`src/rtl/fetch_queue_pkg.sv`:
```
// Shared fetch/decode definitions: datapath width, canonical NOP and the
// layout of one buffered fetch entry.
`timescale 1ns/1ps
package fetch_queue_pkg;

  localparam int XLEN = 32;

  // addi x0,x0,0 -- also used by decode when inserting bubbles
  localparam logic [XLEN-1:0] NOP_INSTR = 32'h0000_0013;

  typedef struct packed {
    logic [XLEN-1:0] instr;
    logic [XLEN-1:0] pc;
    logic [XLEN-1:0] pc_step;
    logic            err;
  } fq_entry_t;

endpackage

```
`src/rtl/fetch_queue.sv`:
```
// Instruction queue between fetch and decode. Circular buffer of fetched
// words with PC/PC+4, flushed on redirect, NOP presented when empty.
`timescale 1ns/1ps
module fetch_queue
  import fetch_queue_pkg::*;
#(
  parameter int              DEPTH     = 4,
  parameter logic [XLEN-1:0] NOP_INSTR = fetch_queue_pkg::NOP_INSTR
) (
  input  logic                     clk,
  input  logic                     rst,
  // Handshake: a transfer happens on a side when valid & ready are both high
  // at a rising edge and flush is low; ready never depends on the other side.
  input  logic                     in_valid,
  output logic                     in_ready,
  input  logic [XLEN-1:0]          in_instr,
  input  logic [XLEN-1:0]          in_pc,
  input  logic [XLEN-1:0]          in_pc_step,
  input  logic                     in_err,
  input  logic                     flush,
  output logic                     out_valid,
  input  logic                     out_ready,
  output logic [XLEN-1:0]          out_instr,
  output logic [XLEN-1:0]          out_pc,
  output logic [XLEN-1:0]          out_pc_step,
  output logic                     out_err,
  output logic [$clog2(DEPTH):0]   count
);

  localparam int            AW       = $clog2(DEPTH);
  localparam logic [AW:0]   FULL_CNT = (AW+1)'(DEPTH);

  logic [AW-1:0] wr_ptr_q, wr_ptr_d;
  logic [AW-1:0] rd_ptr_q, rd_ptr_d;
  logic [AW:0]   cnt_q, cnt_d;
  fq_entry_t     mem_q [DEPTH];
  fq_entry_t     head;
  logic          full, empty, push, pop;

  assign full  = (cnt_q == FULL_CNT);
  assign empty = (cnt_q == '0);

  always_comb begin
    push     = in_valid & ~full & ~flush;
    pop      = ~empty & out_ready & ~flush;
    wr_ptr_d = wr_ptr_q;
    rd_ptr_d = rd_ptr_q;
    cnt_d    = cnt_q;
    if (flush) begin
      wr_ptr_d = '0;
      rd_ptr_d = '0;
      cnt_d    = '0;
    end else begin
      if (push) wr_ptr_d = wr_ptr_q + 1'b1;
      if (pop)  rd_ptr_d = rd_ptr_q + 1'b1;
      case ({push, pop})
        2'b10:   cnt_d = cnt_q + 1'b1;
        2'b01:   cnt_d = cnt_q - 1'b1;
        default: cnt_d = cnt_q;
      endcase
    end
  end

  always_ff @(posedge clk or posedge rst) begin
    if (rst) begin
      wr_ptr_q <= '0;
      rd_ptr_q <= '0;
      cnt_q    <= '0;
    end else begin
      wr_ptr_q <= wr_ptr_d;
      rd_ptr_q <= rd_ptr_d;
      cnt_q    <= cnt_d;
    end
  end

  // Storage is deliberately left unreset; empty slots are masked at the output.
  always_ff @(posedge clk) begin
    if (push) begin
      mem_q[wr_ptr_q] <= '{instr: in_instr, pc: in_pc, pc_step: in_pc_step, err: in_err};
    end
  end

  assign head        = mem_q[rd_ptr_q];
  assign in_ready    = ~full;
  assign out_valid   = ~empty;
  assign out_instr   = empty ? NOP_INSTR : head.instr;
  assign out_pc      = empty ? '0 : head.pc;
  assign out_pc_step = empty ? '0 : head.pc_step;
  assign out_err     = empty ? 1'b0 : head.err;
  assign count       = cnt_q;

endmodule

```
`config.mk`:
```
export PLATFORM = sky130hd
export DESIGN_NAME = fetch_queue
export DESIGN_NICKNAME = d
export VERILOG_FILES = /design/src/rtl/fetch_queue_pkg.sv /design/src/rtl/fetch_queue.sv
export SDC_FILE = /design/constraint.sdc
export NUM_CORES = 1
export LEC_CHECK = 0
export ABC_CLOCK_PERIOD_IN_PS = 4250
export CAP_MARGIN = 15
export CORE_AREA = 8 8 148 254
export CTS_CLUSTER_SIZE = 14
export DETAILED_ROUTE_END_ITERATION = 7
export DIE_AREA = 0 0 156 262
export PLACE_DENSITY = 0.68
export SKIP_LAST_GASP = 1
export SLEW_MARGIN = 20
export SYNTH_ARGS = -nofsm -noshare
export SYNTH_HDL_FRONTEND = slang
export SYNTH_SLANG_ARGS = --single-unit
```
`constraint.sdc`:
```
create_clock -name clk -period 4.25 [get_ports clk]
set_input_delay 0.425 -clock clk [delete_from_list [all_inputs] [get_ports clk]]
set_output_delay 0.425 -clock clk [all_outputs]
set_load 0.1 [all_outputs]
```
==> key figures <==
Run status
  – Outcome: complete, no violations

Synthesis
  – Largest cells by area after synthesis: edfxtp_1 (77%), mux4_2 (14%), and2_1 (4.0%)
  – Gate Count Post-Synth: 681
  – Multiplexer area fraction after synthesis: 0.145
  – Synth Area in Simple Gates: 0.0482
  – Number of synthesized flops with an enable pin: 388
  – Synthesized cell area: 0.0152 mm2
  – Top cell type's share of synthesized area: 0.768
  – Post-synth cell types: 36
  – Yosys warnings: 0
  – Synth Net Count: 788
  – Top FF cell, synth: edfxtp_1
  – Largest family of logic cells by synthesized area: multiplexers
  – Top cell type by total area after synthesis: edfxtp_1
  – Synth Area in Adders: 0.00462
  – Compound-Gate Fraction of Synth Area: 0.00635
  – Seq/Total Area, Yosys: 0.779
  – Xor/xnor share of the synthesized area: 0.00173
  – Syn avg cell area: 22.3 um2
  – Async set-reset flop share out of synthesis: 0.0177
  – #FFs+latches synth: 395

Critical path
  – Worst Setup Start Kind: register
  – R2R Path End: mem_q[2][21]
  – Critical Path AT: 2.83 ns
  – Worst reg-to-reg path cell count: 4
  – CP required: 3.83 ns
  – CP endpoint kind: output pin
  – CP top delay family: flip-flops
  – Worst path buffer plus inverter count: 2
  – Most used cell, CP: buf_4
  – CP Max Fanout: 33
  – Crit-path cells: buf_4, mux4_2, and2_1, buf_4
  – Worst R2R Start: count[0]
  – Crit path largest cell delay: 0.87 ns
  – Worst R2R Setup Slack: 1.73 ns
  – Slowest CP cell: dfrtp_4
  – Critical path class: reg -> out

STA
  – Setup Skew: 0.0122 ns
  – Final WS setup: 0.990 ns
  – Sum Neg Setup Slack: 0 ns
  – Post-layout minimum cycle time: 3.26 ns
  – Worst slew pin tran: 1.03 ns
  – Hold WS: 0.143 ns
  – RSZ-0062 raised after global routing: no
  – Fmax: 307 MHz
  – Slew margin rel.: 0.314
  – Final Max Slew Viols: 0
  – Final period util: 0.767
  – Final hold violations: 0
  – Setup violators final: 0

GRT
  – Largest net degree at the start of global routing: 98
  – First-pass GRT wire length: 46.7 mm
  – Initial antenna violation count: 4
  – Vias in the first global route: 7774
  – Tot GR Track Use: 0.153
  – GRT Residual Overflow: 0

Floorplanning
  – Core area: 0.0341 mm2
  – Die H: 262 um
  – Total Die Area: 0.0409 mm2
  – Die W: 156 um
  – Placement Rows: 90
  – Initial Util: 0.445
  – # IOs: 204

Clock network
  – TritonCTS buffer count: 37
  – CTS root buffer: clkbuf_16
  – Setup repair bufs after CTS: 0
  – CTS tree: yes
  – Hold_buf cts: 0
  – Worst-path clk slew: 0.06 ns
  – Clk buf depth: 3
  – Cts repair resizes: 0
  – Clk sinks: 395
  – Skew-Pair Late Insertion Delay: 0.53 ns
  – H-Tree Level Count: 2

Layout
  – Most frequent cells in the layout: edfxtp_1 (388), clkdlybuf4s50_1 (105), buf_4 (101)
  – Fin nets: 1005
  – Fillers: 2616
  – Layout area overhead: 23.4%
  – Share of layout cells above drive strength 1: 0.289
  – Fin util: 0.549
  – Area occupied by multi-input gates: 0.00313 mm2
  – Final Cell Area: 0.0187 mm2
  – Non-filler cells, final: 1388
  – Most common cell after layout, fill and taps aside: edfxtp_1
  – Register area: 0.0118 mm2

Placement
  – Routability cong.: 0.717
  – # placed instances: 1319
  – Post-DP HPWL: 19.0 mm
  – Area post-placement: 0.0176 mm2
  – PortBufs: 203
  – Pre-CTS setup slack: 1.19 ns

Power and ir drop
  – Final Power: 9.54 mW
  – Cell Pwr Density: 510 mW/mm2
  – VDD IR-drop max: 0.381 mV
  – Leakage: 6.12 nW

Detailed routing
  – Drt first pass iters: 6
  – # DRC: 0
  – WL per Instance: 22.2 um
  – Via density: 5.11
  – DR iter-0 viols: 286
  – Via count: 7091
  – WL final: 30.8 mm
  – Final ANT Viol Nets: 0

Job
  – Maxcap violations: 0

Hold path
  – Hold Path Class: in -> async
[worst max path at each step]
stage                     start              end  slack [ns]  depth (start not counted)
floorplan              count[0]  out_pc_step[22]        0.53                          5
detailed placement     in_valid     mem_q[2][21]        1.19                          5
global route        rd_ptr_q[0]    out_instr[31]        0.81                          4
CTS                 rd_ptr_q[0]        out_pc[8]        0.88                          4
global placement       in_valid     mem_q[2][21]        1.19                          5
finish              rd_ptr_q[0]       out_pc[31]        0.99                          4
[per-layer routing]
metal	vias up	wire length, um	track usage
met1	3672	11400	0.169
li1	3204	-	-
met3	46	1770	0.0390
met5	-	0	0
met4	0	802	0.0593
met2	169	16800	0.277
[state kept, by name, indices dropped and copies added, names as in the netlist]
signal    cells
rd_ptr_q      2
count         3
mem_q       388
wr_ptr_q      2
[cell type report]
class,count,share of cell area
diodes,4,0.000534
clock buffers,47,0.0537
clock inverters,18,0.00715
inverters,8,0.00160
multi-input cells,240,0.167
flip-flops and latches,395,0.632
well taps,460,0.0307
repair buffers,216,0.107
[cells by family (layout without fill, tap and decap cells)]
family                   count (synthesis)  count (layout)
multiplexers                            98              98
AND/OR/NAND/NOR                        120             120
AO/OA/AOI/OAI                           14              14
adder cells (fa/ha/maj)                  5               5
other                                    0               4
flip-flops                             395             395
XOR/XNOR                                 3               3
buffers and inverters                   46             289
[synth_stat cells, types with 2 or more instances]
library cell    n
inv_1           8
nor2_1          5
buf_6           2
mux4_2         97
edfxtp_1      388
nand2b_1        2
dfrtp_1         7
a21oi_1         3
o2111ai_1       2
nand3_1         4
ha_1            4
clkbuf_1       18
o21ai_0         2
and2_1         98
nand2_1         2
or2_1           3
nor3_1          2
xor2_1          2
buf_2          15
[where the power goes]
group	leakage [nW]	total, mW	switching, mW	internal (mW)
clock network	0.563	3.13	1.34	1.79
logic	1.94	1.96	1.41	0.553
registers	3.61	4.45	0.0584	4.39
No activity file was read; power rests on OpenSTA's default activity.
